<file path="src/rtl/tvout_gen_if.sv">
// Video timing bundle between the tvout_gen generator and its consumers
// (DAC/sync mixer, pixel fetch). The generator drives the timing; the consumer drives the mode select.
interface tvout_gen_if #(
  parameter int HW = 9,
  parameter int VW = 9
);
  logic          interlace;
  logic [HW-1:0] cntHS;
  logic [VW-1:0] cntVS;
  logic          field;
  logic          vbl;
  logic          hsync;
  logic          de;
  logic          line_start;
  logic          frame_start;
  logic          out_sync;

  modport master (
    input  interlace,
    output cntHS, cntVS, field, vbl, hsync, de, line_start, frame_start, out_sync
  );

  modport slave (
    output interlace,
    input  cntHS, cntVS, field, vbl, hsync, de, line_start, frame_start, out_sync
  );
endinterface

</file>
<file path="src/rtl/tvout_gen.sv">
// Parametrised composite-video timing generator: pixel/line counters, composite sync with
// broad/equalising pulses, blanking, display enable, line/frame strobes, optional interlace.
module tvout_gen #(
   parameter int HW          = 9,
   parameter int VW          = 9,
   parameter int H_TOTAL     = 512,
   parameter int H_SYNC      = 37,
   parameter int EQ_W        = 16,
   parameter int V_TOTAL     = 312,
   parameter int BROAD_LINES = 2,
   parameter int VBL_END     = 5,
   parameter int VBL_START   = 309,
   parameter int H_ACT_START = 96,
   parameter int H_ACT_END   = 480
) (
   input  logic       pixel_clk,
   input  logic       rst_n,
   tvout_gen_if.master vid
);

   localparam int HALF = H_TOTAL / 2;

   localparam logic [HW-1:0] H_LAST   = HW'(H_TOTAL - 1);
   localparam logic [HW-1:0] H_SYNC_E = HW'(H_SYNC);
   localparam logic [HW-1:0] H_BRD_1  = HW'(HALF - EQ_W);
   localparam logic [HW-1:0] H_HALF   = HW'(HALF);
   localparam logic [HW-1:0] H_BRD_2  = HW'(H_TOTAL - EQ_W);
   localparam logic [HW-1:0] H_EQ_1   = HW'(EQ_W);
   localparam logic [HW-1:0] H_EQ_2   = HW'(HALF + EQ_W);
   localparam logic [HW-1:0] H_DE_0   = HW'(H_ACT_START);
   localparam logic [HW-1:0] H_DE_1   = HW'(H_ACT_END);

   localparam logic [VW-1:0] V_LAST_E = VW'(V_TOTAL - 1);
   localparam logic [VW-1:0] V_LAST_O = VW'(V_TOTAL);
   localparam logic [VW-1:0] V_BROAD  = VW'(BROAD_LINES);
   localparam logic [VW-1:0] V_VBL_E  = VW'(VBL_END);
   localparam logic [VW-1:0] V_VBL_S  = VW'(VBL_START);

   logic [HW-1:0] h_q, h_n;
   logic [VW-1:0] v_q, v_n, v_last;
   logic          field_q, field_n;
   logic          intl_q, intl_n;

   logic vbl_q, vbl_n;
   logic hsync_q, hsync_n;
   logic de_q, de_n;
   logic ls_q, ls_n;
   logic fs_q, fs_n;
   logic sync_q, sync_n;

   // NOTE: every variable written here gets a default first, so no path can infer a latch.
   always_comb begin
      h_n     = h_q + HW'(1);
      v_n     = v_q;
      field_n = field_q;
      intl_n  = intl_q;
      // The odd field of an interlaced frame carries one extra line.
      v_last  = (intl_q & field_q) ? V_LAST_O : V_LAST_E;
      if (h_q >= H_LAST) begin
         h_n = '0;
         if (v_q >= v_last) begin
            v_n     = '0;
            intl_n  = vid.interlace;
            field_n = vid.interlace ? ~field_q : 1'b0;
         end else begin
            v_n = v_q + VW'(1);
         end
      end
   end

   // Derived outputs are decoded from the next counter values so that, once registered,
   // they line up with the counters they describe.
   always_comb begin
      vbl_n   = (v_n < V_VBL_E) || (v_n >= V_VBL_S);
      hsync_n = (h_n < H_SYNC_E);
      de_n    = !vbl_n && (h_n >= H_DE_0) && (h_n < H_DE_1);
      ls_n    = (h_n == '0);
      fs_n    = ls_n && (v_n == '0);
      if (v_n < V_BROAD) begin
         sync_n = !((h_n < H_BRD_1) || ((h_n >= H_HALF) && (h_n < H_BRD_2)));
      end else if (v_n == V_BROAD) begin
         sync_n = !((h_n < H_BRD_1) || ((h_n >= H_HALF) && (h_n < H_EQ_2)));
      end else if (vbl_n) begin
         sync_n = !((h_n < H_EQ_1) || ((h_n >= H_HALF) && (h_n < H_EQ_2)));
      end else begin
         sync_n = !(h_n < H_SYNC_E);
      end
   end

   // NOTE: sequential state uses non-blocking assignments so all registers update together.
   always_ff @(posedge pixel_clk or negedge rst_n) begin
      if (!rst_n) begin
         h_q     <= '0;
         v_q     <= '0;
         field_q <= 1'b0;
         intl_q  <= 1'b0;
         vbl_q   <= 1'b1;
         hsync_q <= 1'b1;
         de_q    <= 1'b0;
         ls_q    <= 1'b0;
         fs_q    <= 1'b0;
         sync_q  <= 1'b0;
      end else begin
         h_q     <= h_n;
         v_q     <= v_n;
         field_q <= field_n;
         intl_q  <= intl_n;
         vbl_q   <= vbl_n;
         hsync_q <= hsync_n;
         de_q    <= de_n;
         ls_q    <= ls_n;
         fs_q    <= fs_n;
         sync_q  <= sync_n;
      end
   end

   assign vid.cntHS       = h_q;
   assign vid.cntVS       = v_q;
   assign vid.field       = field_q;
   assign vid.vbl         = vbl_q;
   assign vid.hsync       = hsync_q;
   assign vid.de          = de_q;
   assign vid.line_start  = ls_q;
   assign vid.frame_start = fs_q;
   assign vid.out_sync    = sync_q;

endmodule

</file>
<file path="src/flat_wrapper.sv">
// flat-port wrapper written by rule: the top's interface ports become plain ports
module tvout_gen_flat 
#(
   parameter int HW          = 9,
   parameter int VW          = 9,
   parameter int H_TOTAL     = 512,
   parameter int H_SYNC      = 37,
   parameter int EQ_W        = 16,
   parameter int V_TOTAL     = 312,
   parameter int BROAD_LINES = 2,
   parameter int VBL_END     = 5,
   parameter int VBL_START   = 309,
   parameter int H_ACT_START = 96,
   parameter int H_ACT_END   = 480
)
  (pixel_clk, rst_n, vid_interlace, vid_cntHS, vid_cntVS, vid_field, vid_vbl, vid_hsync, vid_de, vid_line_start, vid_frame_start, vid_out_sync);
  tvout_gen_if #(.HW(HW), .VW(VW)) vid_i ();
  input  logic pixel_clk;
  input  logic rst_n;
  input wire logic [$bits(vid_i.interlace)-1:0] vid_interlace;
  output wire logic [$bits(vid_i.cntHS)-1:0] vid_cntHS;
  output wire logic [$bits(vid_i.cntVS)-1:0] vid_cntVS;
  output wire logic [$bits(vid_i.field)-1:0] vid_field;
  output wire logic [$bits(vid_i.vbl)-1:0] vid_vbl;
  output wire logic [$bits(vid_i.hsync)-1:0] vid_hsync;
  output wire logic [$bits(vid_i.de)-1:0] vid_de;
  output wire logic [$bits(vid_i.line_start)-1:0] vid_line_start;
  output wire logic [$bits(vid_i.frame_start)-1:0] vid_frame_start;
  output wire logic [$bits(vid_i.out_sync)-1:0] vid_out_sync;
  assign vid_i.interlace = vid_interlace;
  assign vid_cntHS = vid_i.cntHS;
  assign vid_cntVS = vid_i.cntVS;
  assign vid_field = vid_i.field;
  assign vid_vbl = vid_i.vbl;
  assign vid_hsync = vid_i.hsync;
  assign vid_de = vid_i.de;
  assign vid_line_start = vid_i.line_start;
  assign vid_frame_start = vid_i.frame_start;
  assign vid_out_sync = vid_i.out_sync;
  tvout_gen #(.HW(HW), .VW(VW), .H_TOTAL(H_TOTAL), .H_SYNC(H_SYNC), .EQ_W(EQ_W), .V_TOTAL(V_TOTAL), .BROAD_LINES(BROAD_LINES), .VBL_END(VBL_END), .VBL_START(VBL_START), .H_ACT_START(H_ACT_START), .H_ACT_END(H_ACT_END)) u_core (.pixel_clk(pixel_clk), .rst_n(rst_n), .vid(vid_i));
endmodule
</file>
<file path="config.mk">
export PLATFORM = sky130hd
export DESIGN_NAME = tvout_gen_flat
export DESIGN_NICKNAME = d
export VERILOG_FILES = /design/src/rtl/tvout_gen_if.sv /design/src/rtl/tvout_gen.sv /design/src/flat_wrapper.sv
export SDC_FILE = /design/constraint.sdc
export NUM_CORES = 1
export LEC_CHECK = 0
export ABC_AREA = 1
export CORE_UTILIZATION = 47
export DETAILED_ROUTE_END_ITERATION = 6
export PLACE_DENSITY = 0.72
export SYNTH_ARGS = -nofsm -noshare
export SYNTH_HDL_FRONTEND = slang
export SYNTH_SLANG_ARGS = --single-unit
</file>
<file path="constraint.sdc">
create_clock -name pixel_clk -period 3.6 [get_ports pixel_clk]
set_clock_uncertainty 0.2 [all_clocks]
set_input_delay 0.72 -clock pixel_clk [delete_from_list [all_inputs] [get_ports pixel_clk]]
set_output_delay 0.72 -clock pixel_clk [all_outputs]
set_load 0.01 [all_outputs]
</file>
==> After elaboration in Yosys (flattened, before gate mapping) <==
Cells that the tools add are included.
{ "totals": {"latchBits": 0, "memories": 0, "input_bits": 3, "ramBits": 0, "regBits": 26, "output_inout_bits": 25, "romBits": 0} }
{ "op_classes": {"order_cmp": 13, "n_div": 0, "eq_ne": 1, "addsub": 2, "multipliers": 0, "shifts": 0, "reduce_logical": 17, "bitwise": 2, "n_mux": 8} }
{ "op_table": {"columns": ["cell", "count"], "rows": [
  ["$ge A9 B9 Y1 const B", 3],
  ["$lt A9 B9 Y1 const B", 3],
  ["$mux W9", 3],
  ["$add A9 B1 Y9 const B", 2],
  ["$logic_not A9 Y1", 2],
  ["$eq A9 B2 Y1 const B", 1],
  ["$ge A9 B7 Y1 const B", 1],
  ["$ge A9 B9 Y1", 1],
  ["$lt A9 B2 Y1 const B", 1],
  ["$lt A9 B3 Y1 const B", 1],
  ["$lt A9 B5 Y1 const B", 1],
  ["$lt A9 B6 Y1 const B", 1],
  ["$lt A9 B8 Y1 const B", 1],
  ["$logic_and A1 B1 Y1", 5],
  ["$logic_not A1 Y1", 5],
  ["$logic_or A1 B1 Y1", 4],
  ["$mux W1", 4],
  ["$mux W4", 1],
  ["$reduce_and A2 Y1", 1],
  ["$and A1 B1 Y1", 1],
  ["$not A1 Y1", 1]
]} }

==> Depth between registers and ports, before layout <==
Gate-level depths: netlist of run 1.
{ "depth": {"word_depth": 10, "ltp_mapped": 22, "ltp_nobuf": 22} }

==> Worst setup path before layout of run 1 <==
Ideal clock, no wire load.
{ "synth_timing": {"kind": "reg-to-reg", "from": "register u_core.h_q[0] (netlist: u_core.vid.cntHS[0])", "to": "register u_core.sync_q (netlist: u_core.vid.out_sync)", "arrival_ps": 2315, "path_slack_ps": 966, "stages_incl_launch_ff": 22, "required_time_ps": 3280, "n_path_buf": 0, "setup_time_ps": 120, "synth_period_minus_slack_ps": 2634, "path_cell_list": "dfrtp_1 ha_1 nand2_1 nor2_1 inv_1 nor3_1 ha_1 inv_1 nand2_4 nand2_1 nor2_1 nand2_1 nand2_1 inv_1 nand2_2 nand2_4 nor2_2 nand3_1 nand2_1 nand2_1 nand3_1 a21oi_2"} }
{ "synth_lines": {"columns": ["item", "line_no", "rtl"], "rows": [
  ["from (decl)", "tvout_gen.sv:39", "logic [HW-1:0] h_q, h_n;"],
  ["from (signal assigned)", "tvout_gen.sv:104", "h_q <= h_n;"],
  ["$ge A9 B9 Y1 (*)", "tvout_gen.sv:59", "if (h_q >= H_LAST) begin"],
  ["$mux W9 (*)", "tvout_gen.sv:59", null],
  ["$lt A9 B3 Y1 / $ge A9 B9 Y1 (equally long branches)", "tvout_gen.sv:74", "vbl_n = (v_n < V_VBL_E) || (v_n >= V_VBL_S);"],
  ["$logic_or A1 B1 Y1 (*)", "tvout_gen.sv:74", null],
  ["via u_core.vbl_n", "tvout_gen.sv:44", "logic vbl_q, vbl_n;"],
  ["$mux W1 (*)", "tvout_gen.sv:83", "end else if (vbl_n) begin"],
  ["$mux W1 (*)", "tvout_gen.sv:81", "end else if (v_n == V_BROAD) begin"],
  ["$mux W1 (*)", "tvout_gen.sv:79", "if (v_n < V_BROAD) begin"],
  ["via u_core.sync_n", "tvout_gen.sv:49", "logic sync_q, sync_n;"],
  ["to (signal assigned)", "tvout_gen.sv:113", "sync_q <= sync_n;"],
  ["to (decl)", "tvout_gen.sv:49", null]
]} }
The timed path passes the listed nets; every way through them passes the cells marked *.
A chain may end at the register's enable or synchronous reset.

==> Worst setup path after layout of run 1 <==
{ "layout_timing": {"from": "register u_core.h_q[0] (netlist: u_core.vid.cntHS[0])", "to": "register u_core.sync_q (netlist: u_core.vid.out_sync)"} }
{ "layout_via": {"elab_chain_cells": 9} }
{ "layout_lines": {"columns": ["item", "line_no", "rtl"], "rows": [
  ["$add A9 B1 Y9 / $ge A9 B9 Y1 (equally long branches)", "tvout_gen.sv:53, tvout_gen.sv:59", null],
  ["$mux W9", "tvout_gen.sv:59", null],
  ["$ge A9 B9 Y1 / $lt A9 B9 Y1 (equally long branches)", "tvout_gen.sv:80, tvout_gen.sv:82, tvout_gen.sv:84", null],
  ["$logic_and A1 B1 Y1", "tvout_gen.sv:82, tvout_gen.sv:84", null],
  ["$logic_or A1 B1 Y1", "tvout_gen.sv:84", "sync_n = !((h_n < H_EQ_1) || ((h_n >= H_HALF) && (h_n < H_EQ_2)));"],
  ["$logic_not A1 Y1", "tvout_gen.sv:84", null],
  ["$mux W1", "tvout_gen.sv:83", null],
  ["$mux W1", "tvout_gen.sv:81", null],
  ["$mux W1 (*)", "tvout_gen.sv:79", null],
  ["via u_core.sync_n", "tvout_gen.sv:49", null]
]} }
Marks and branches as above.

==> impl.org, run 1 <==
** Logic synthesis
- Cell type with the highest aggregate area in the netlist :: sky130_fd_sc_hd__dfrtp_1
- The share of the Yosys chip area taken by registers is 0.403.
- Number of enable-type register cells in the synthesized netlist :: 0
- Synth cell types :: 30
- Fraction of synthesized cell area taken by the top area cell type :: 0.370
- Gate count after technology mapping :: 210
- Main flop type after synthesis :: sky130_fd_sc_hd__dfrtp_1
- In the synthesized netlist the async set-or-reset flop fraction comes to 1.00.
- After synthesis the netlist holds a flip-flop and latch count of 26.
- Dominant cells by area after synthesis :: sky130_fd_sc_hd__dfrtp_1, sky130_fd_sc_hd__inv_1, sky130_fd_sc_hd__nand2_1
- Synthesized area per cell :: between 7 and 8 um2
- After synthesis the cells add up to around 1600 um2.
- The number of nets handed over by synthesis was approximately 220.
- During synthesis, Yosys emitted a total of 0 warnings.

** Run
- Across the run, the number of max-cap violations was 0.

** Critical path
- STA classifies the critical path startpoint as a flip-flop.
- Reg-to-reg endpoint :: u_core.vid.out_sync
- Critical setup path kind :: flip-flop to flip-flop
- Crit. End Element :: flip-flop
- Beginning of the worst register-to-register path :: u_core.vid.cntHS[0]
- The most critical setup path has its startpoint at u_core.vid.cntHS[0].
- In this run the worst path has a maximum fanout of 18.
- Measured in cells, the most critical reg-to-reg path has a length of 18.
- Required time at the worst-slack endpoint :: 3.68 ns
- Register-to-register path setup slack :: a little over 0.6 ns
- Cells along the critical path :: ha_1 > nand2_1 > nor2_1 > inv_1 > nor3_1 > ha_1 > inv_1 > nand2_4 > nand2_1 > xor2_1 > inv_1 > nand2_1 > nand2_1 > nor3_1 > nand3_2 > o21ai_2 > inv_1 > a21oi_2
- The largest single stage delay on the critical path is 0.48 ns.
- STA puts the critical path data arrival time at slightly above 3 ns.
- The slowest stage of the critical path belongs to the cell sky130_fd_sc_hd__dfrtp_1.
- The critical path ends at u_core.vid.out_sync.

** Global routing
- For this run the aggregate overflow at the end of global routing stands at 0.
- For this run, the total global-route usage over all layers was measured as 0.209.
- Met1 track demand over resource in global routing :: 0.296
- Met2 Track Usage GR :: 0.327
- The number of global-route vias before repair is between 1000 and 1500.
- In the global route stage, met3 resource usage came out at 0.0192.
- GRT busiest layer :: met2
- Entering global routing, the biggest net connects 27 pins.
- Number of antenna violations at the first check in global routing :: 0
- Global-route wire length before repair :: roughly 5.6 mm

** Clock tree
- Hold repair after CTS inserted 0 buffers.
- Worst skew pair latency :: roughly 0.34 ns
- Post-CTS repair changed the size of 0 cells.
- The longest clock path from root to sink contains 2 buffers.
- Clock-pin slew was measured on the worst setup and hold paths at 0.15 ns.
- Clock tree synthesis selected as its root buffer the cell sky130_fd_sc_hd__clkbuf_4.
- CTS built an H-tree with a depth of 1.
- CTS sink cnt :: 26
- Once the clock tree was built, the setup fixing pass inserted 0 buffers.
- CTS tree :: yes
- The number of clock buffers added by TritonCTS is 3.

** Finish
- Count of antenna diodes in the layout :: 0
- Most frequent cells in the layout :: sky130_fd_sc_hd__inv_1, sky130_fd_sc_hd__nand2_1, sky130_fd_sc_hd__clkdlybuf4s50_1
- Final non-filler cell area :: ~2000 um2
- Proportion of layout cells with a drive suffix above 1 :: 0.124
- The area growth from synthesis to layout is 22.8%.
- Final net count :: 251
- Most common cell after layout, fill and taps aside :: sky130_fd_sc_hd__inv_1

** Floorplanning
- The initialized floorplan defines 20 standard-cell rows.
- Effective utilization at floorplan :: 0.514
- Number of placed I/O pins :: 28
- In this run the horizontal extent of the chip is just over 60 um.
- The floorplan step defined a die boundary enclosing 3690 um2.
- The die is a little over 60 um tall.
- Core Area :: between 3000 and 4000 um2

** Worst hold path
- Counting instances, the worst hold path has a depth of 2.
- The path class of the tightest hold or removal check is flip-flop to flip-flop.

** Drt
- The final layout contains routed wiring with a total length of ~3.3 mm.
- The detailed router finished its first iteration with 36 violations.
- For this run, design rule violations remaining after detail routing come to 0.
- The detail route stage leaves a number of antenna-violating nets equal to 0.
- Via Count :: 1364
- Wire per inst :: between 10 and 15 um
- For this run, the detailed router's first-pass iteration total came to 4.
- After detailed routing, the number of vias per cell comes to 4.79.

** Timing
- Fmax :: between 300 and 400 MHz
- Setup-violating endpoint count in the final report :: 0
- Total negative setup slack :: 0 ns
- Post-route minimum period :: roughly 3.0 ns
- The worst pin sits at a relative slew slack of 0.703.
- The final count of hold timing violations was 0.
- Setup repair after global routing left no endpoint under its margin.
- Slew at the pin closest to its max-slew limit :: roughly 0.44 ns
- Number of max-slew violations in the final report :: 0
- Of the available clock period, the critical path in the final layout requires 0.832.

** Pwr
- Power per standard cell area :: roughly 260 nW/um2
- Worst vdd ir :: around 0.15 mV
- Overall power consumption after layout is estimated at 508 uW.
- Leakage power :: around 0.0011 uW

** Status
- Result of the run :: finished, final reports clean

** Placed design
- At the end of routability-driven placement, the weighted congestion stood at between 0.8 and 0.9.
- DPL Wire Length :: between 2 and 3 mm
- During placement, the flow inserted port buffers numbering 27.
- Summing all placed instances gives a cell area of between 1500 and 2000 um2.
## cell families after synthesis
family,after synthesis,share of synthesized area
AO/OA/AOI/OAI,15,0.0764
XOR/XNOR,5,0.0270
adder cells (fa/ha/maj),6,0.0463
buffers and inverters,51,0.125
flip-flops,26,0.403
AND/OR/NAND/NOR,107,0.323
## synth_stat cells, types with 2 or more instances
| cell | number |
|---|---|
| sky130_fd_sc_hd__nand4_1 | 5 |
| sky130_fd_sc_hd__nand2_1 | 44 |
| sky130_fd_sc_hd__inv_2 | 4 |
| sky130_fd_sc_hd__xor2_1 | 5 |
| sky130_fd_sc_hd__nand3_1 | 13 |
| sky130_fd_sc_hd__nand2_4 | 2 |
| sky130_fd_sc_hd__inv_1 | 46 |
| sky130_fd_sc_hd__a21oi_4 | 2 |
| sky130_fd_sc_hd__ha_1 | 6 |
| sky130_fd_sc_hd__nor3_1 | 7 |
| sky130_fd_sc_hd__dfstp_2 | 2 |
| sky130_fd_sc_hd__nor2_2 | 2 |
| sky130_fd_sc_hd__o21ai_0 | 2 |
| sky130_fd_sc_hd__dfrtp_1 | 24 |
| sky130_fd_sc_hd__o21bai_1 | 4 |
| sky130_fd_sc_hd__nand2_2 | 4 |
| sky130_fd_sc_hd__nor2_1 | 23 |
| sky130_fd_sc_hd__nand3_2 | 3 |
## sequential cells by signal, summed over array words and instances, names as in the netlist
| name | count |
|---|---|
| u_core.vid.cntVS | 9 |
| u_core.vid.line_start | 1 |
| u_core.vid.vbl | 1 |
| u_core.intl_q | 1 |
| u_core.vid.de | 1 |
| u_core.vid.out_sync | 1 |
| u_core.vid.cntHS | 9 |
| u_core.vid.frame_start | 1 |
| u_core.vid.field | 1 |
| u_core.vid.hsync | 1 |
## how the worst min path moves through the flow
stage / from / endpoint
floorplan: rst_n / u_core.intl_q
global placement: u_core.intl_q / u_core.intl_q
detailed placement: u_core.intl_q / u_core.intl_q
global route: u_core.intl_q / u_core.intl_q
finish: u_core.intl_q / u_core.intl_q
CTS: u_core.intl_q / u_core.intl_q
## per-stage QoR
| step | std cells | setup WS, ns | utilization | hold slack [ns] |
|---|---|---|---|---|
| finish | 285 | 0.605 | 0.632 | 0.328 |
| global route | 285 | 0.200 | 0.632 | 0.356 |
| CTS | 285 | 0.591 | 0.632 | 0.324 |
| detailed placement | 281 | 0.632 | 0.615 | 0.288 |
| global placement | 281 | 0.723 | 0.615 | 0.289 |
| floorplan | 210 | 0.966 | - | 0.224 |
## metal layers
layer	wire, um	part of all wire
met3	69	0.021
met2	1470	0.44
met1	1700	0.51
met5	0	0
met4	69	0.021
## critical path, delay by kind of cell (launching register included)
kind / cells / cell delay [ns]
xor+xnor: 1 / 0.14
flops: 1 / 0.48
compound gates: 2 / 0.24
fa+ha+maj: 2 / 0.39
buf+inv: 4 / 0.27
simple gates: 9 / 1.22
## where the power goes
part	switching [uW]	total, uW	internal (uW)
clock	95.2	208	113
combinational	5.61	8.21	2.60
sequential	0	292	292
## area by class of cell
cell class	instances	area, um2
fillers	302	1160
repair buffers	28	278
well taps	44	55.1
clock inverters	1	30.0
flip-flops and latches	26	653
clock buffers	3	22.5
inverters	50	188
multi-input cells	133	766
Power figures use the tool's default switching activity.
==> run 2, diff against run 1 <==
PLACE_DENSITY = 0.75   (was 0.72)
clock period = 2.62 ns   (was 3.6 ns; I/O delays follow)
==> impl.org, run 2 (same netlist as run 1, synthesis figures left out) <==
** Status
- Result of the run :: finished, final reports clean

** Clock tree
- Hold Buf Count CTS :: 0 (unchanged)
- CTS sink cnt :: 26 (unchanged)
- The clock-pin slew on the worst setup and hold paths is 0.14 ns (about the same).
- The clock network latency to the later pin of the worst-skew pair is 0.32 ns (-0.02 ns).
- Number of buffers added by the clock tree synthesis step :: 3 (unchanged)
- Total number of H-tree levels :: 1 (unchanged)
- Clock tree synthesis selected as its root buffer the cell sky130_fd_sc_hd__clkbuf_4.
- TritonCTS built the clock tree.
- Max clock buf depth :: 2 (unchanged)

** Finish
- Count of antenna diodes in the layout :: 0 (unchanged)
- # fillers :: 264 (-13%)
- Final core utilization :: 0.719 (+0.0869)
- The top cell types in the final layout, fill and taps aside, are sky130_fd_sc_hd__inv_1, sky130_fd_sc_hd__nand2_1, sky130_fd_sc_hd__buf_4.
- The cell area after layout came to 2270 um2 (+14%).
- Most common cell after layout, fill and taps aside :: sky130_fd_sc_hd__inv_1
- Final net count :: 282 (+12%)
- From synthesis to final layout, the design area changed by 39.7%.
- Proportion of layout cells with a drive suffix above 1 :: 0.283 (+0.159)

** Timing
- The final count of pins violating max slew came to 0 (unchanged).
- Final hold violation count :: 0 (unchanged)
- Slew at the pin closest to its max-slew limit :: 0.486 ns (+0.0449 ns)
- The part of the cycle the worst path needs is 0.994 (+0.162).
- Setup-violating endpoint count in the final report :: 0 (unchanged)
- Unrepaired setup endpoints after global routing :: yes
- The headroom to the max-slew limit is 0.673 (-0.0301).
- Post-route minimum period :: 2.60 ns (-0.390 ns)
- The maximum clock rate came to 384 MHz (+15%).

** Pwr
- The reported net switching power is 124 uW (+23%).
- Sequential power share :: 0.682 (+0.107)
- Power per standard cell area :: 260 nW/um2 (+1.8%)
- The maximum ir drop on the vdd rail came to 0.259 mV (+73%).
- The standby leakage power is 0.00122 uW (+16%).
- The total internal power was 465 uW (+14%).
- The clock network fraction of design power was 0.299 (-0.110).
- Sw Share :: 0.211 (+0.0125)
- Power share of the combinational group :: 0.019 (+0.003)

** Global routing
- Pin count of the biggest net entering global routing :: 27 (unchanged)
- The number of global-route vias before repair is 1426 (+15%).
- Global-route wire length before repair :: 6.29 mm (+13%)
- The aggregate global-route resource usage came to 0.229 (+0.0193).
- The total global routing overflow is 0 (unchanged).
- Number of antenna violations at the first check in global routing :: 0 (unchanged)

** Critical path
- The endpoint identified for the worst register-to-register timing path is u_core.vid.out_sync.
- Beginning of the worst register-to-register path :: u_core.vid.cntHS[0]
- Register-to-register path setup slack :: 0.02 ns (-0.59 ns)
- The endpoint required time on the critical path is 2.68 ns (-1.00 ns).
- The worst endpoint data arrival time came to 2.67 ns (-0.40 ns).
- Critical setup path kind :: flip-flop to flip-flop
- Crit. End Element :: flip-flop
- The number of cells on the worst reg-to-reg path is 17 (-1).
- Top fanout value on the critical path :: 6 (-12)
- The worst setup path is launched from a flip-flop.

** Drt
- The overall routed net length came to 3.74 mm (+13%).
- The detailed-route wire length per cell is 11.8 um (+2.1%).
- Via count normalized by instance count :: 4.73 (-1.2%)
- The initial detailed-routing violation count came to 49 (+36%).
- The total DRC errors in the routed layout was 0 (unchanged).
- The first-pass iteration count of the detailed router is 4 (unchanged).
- Antenna violation net count after detailed routing :: 0 (unchanged)
- Via Count :: 1494 (+9.5%)

** Run
- Max Cap Violations :: 0 (unchanged)

** Placed design
- Placer congestion estimate :: 0.859 (+3.8%)
- DPL Wire Length :: 2.78 mm (+9.4%)
- The placed cell area was 2150 um2 (+11%).
- The number of buffers inserted by port buffering is 27 (unchanged).

** Floorplanning
- Number of placed I/O pins :: 28 (unchanged)
- The area enclosed by the die boundary is 3690 um2 (unchanged).
- Row Count :: 20 (unchanged)
- Core Area :: 3150 um2 (unchanged)
- Chip Width :: 60.7 um (unchanged)
- The die span in y came to 60.7 um (unchanged).
- The effective utilization at floorplan came to 0.514 (unchanged).

** Worst hold path
- The min-delay analysis places its worst path in the category primary input to async pin.
## run 2: area by class of cell
cell class	instances	area [um2]	area share
tap	44	55.1	0.0243
timing repair buffer	58	503	0.222
sequential	26	654	0.289
clock buffer	4	26.3	0.0116
inverter	50	190	0.0839
multi-input combinational	134	837	0.369
## run 2: stage by stage
stage	std cells	hold WS, ns	setup TNS, ns	total power (uW)	worst slack [ns]
after floorplan	210	0.0284	0	409	0.0260
after global placement	309	0.290	-0.0836	421	-0.0836
after detailed placement	309	0.307	-0.201	421	-0.146
after CTS	314	0.343	0	600	0.00213
after global routing	316	0.375	-0.312	608	-0.190
final	316	0.344	0	589	0.0153
## run 2: layer usage
| layer | GRT usage | routed length [um] |
|---|---|---|
| met1 | 0.332 | 1920 |
| met2 | 0.370 | 1700 |
| met3 | 0.0192 | 92 |
| met4 | 0.0584 | 35 |
| met5 | 0 | 0 |
## run 2: timing repair
item	in CTS	in global routing
buffers inserted	0	2
pin swaps	3	1
resized for setup	9	12
cloned	1	0
setup endpoints to repair	4	4
## run 2: worst max-delay path by stage
stage | startpoint | endpoint | slack [ns] | depth (start not counted)
CTS | u_core.vid.cntHS[0] | u_core.vid.out_sync | 0.002 | 17
finish | u_core.vid.cntHS[0] | u_core.vid.out_sync | 0.02 | 17
detailed placement | u_core.vid.cntHS[1] | u_core.vid.out_sync | -0.15 | 21
global route | u_core.intl_q | u_core.vid.out_sync | -0.19 | 18
global placement | u_core.vid.cntHS[0] | u_core.vid.out_sync | -0.08 | 17
floorplan | u_core.vid.cntHS[0] | u_core.vid.out_sync | 0.03 | 18
## run 2: power groups by stage
stage	logic (uW)	clock network (uW)	registers (uW)
finish	11.1	176	402
global route	13.3	193	402
CTS	11.9	186	402
detailed placement	12.0	0	409
global placement	12.0	0	409
floorplan	0.000223	0	409
## run 2: worst max-delay path: stages, from the launching register on
cell,delay [ns]
sky130_fd_sc_hd__dfrtp_2,0.43
sky130_fd_sc_hd__ha_2,0.19
sky130_fd_sc_hd__nand2_2,0.10
sky130_fd_sc_hd__nor2_4,0.04
sky130_fd_sc_hd__inv_1,0.08
sky130_fd_sc_hd__nor3_2,0.04
sky130_fd_sc_hd__ha_2,0.20
sky130_fd_sc_hd__inv_4,0.08
sky130_fd_sc_hd__nand2_4,0.08
sky130_fd_sc_hd__buf_4,0.16
sky130_fd_sc_hd__nor2_1,0.23
sky130_fd_sc_hd__nor2_1,0.07
sky130_fd_sc_hd__inv_1,0.09
sky130_fd_sc_hd__nor3_1,0.07
sky130_fd_sc_hd__o21bai_1,0.17
sky130_fd_sc_hd__o21ai_2,0.14
sky130_fd_sc_hd__inv_1,0.06
sky130_fd_sc_hd__a21oi_2,0.12
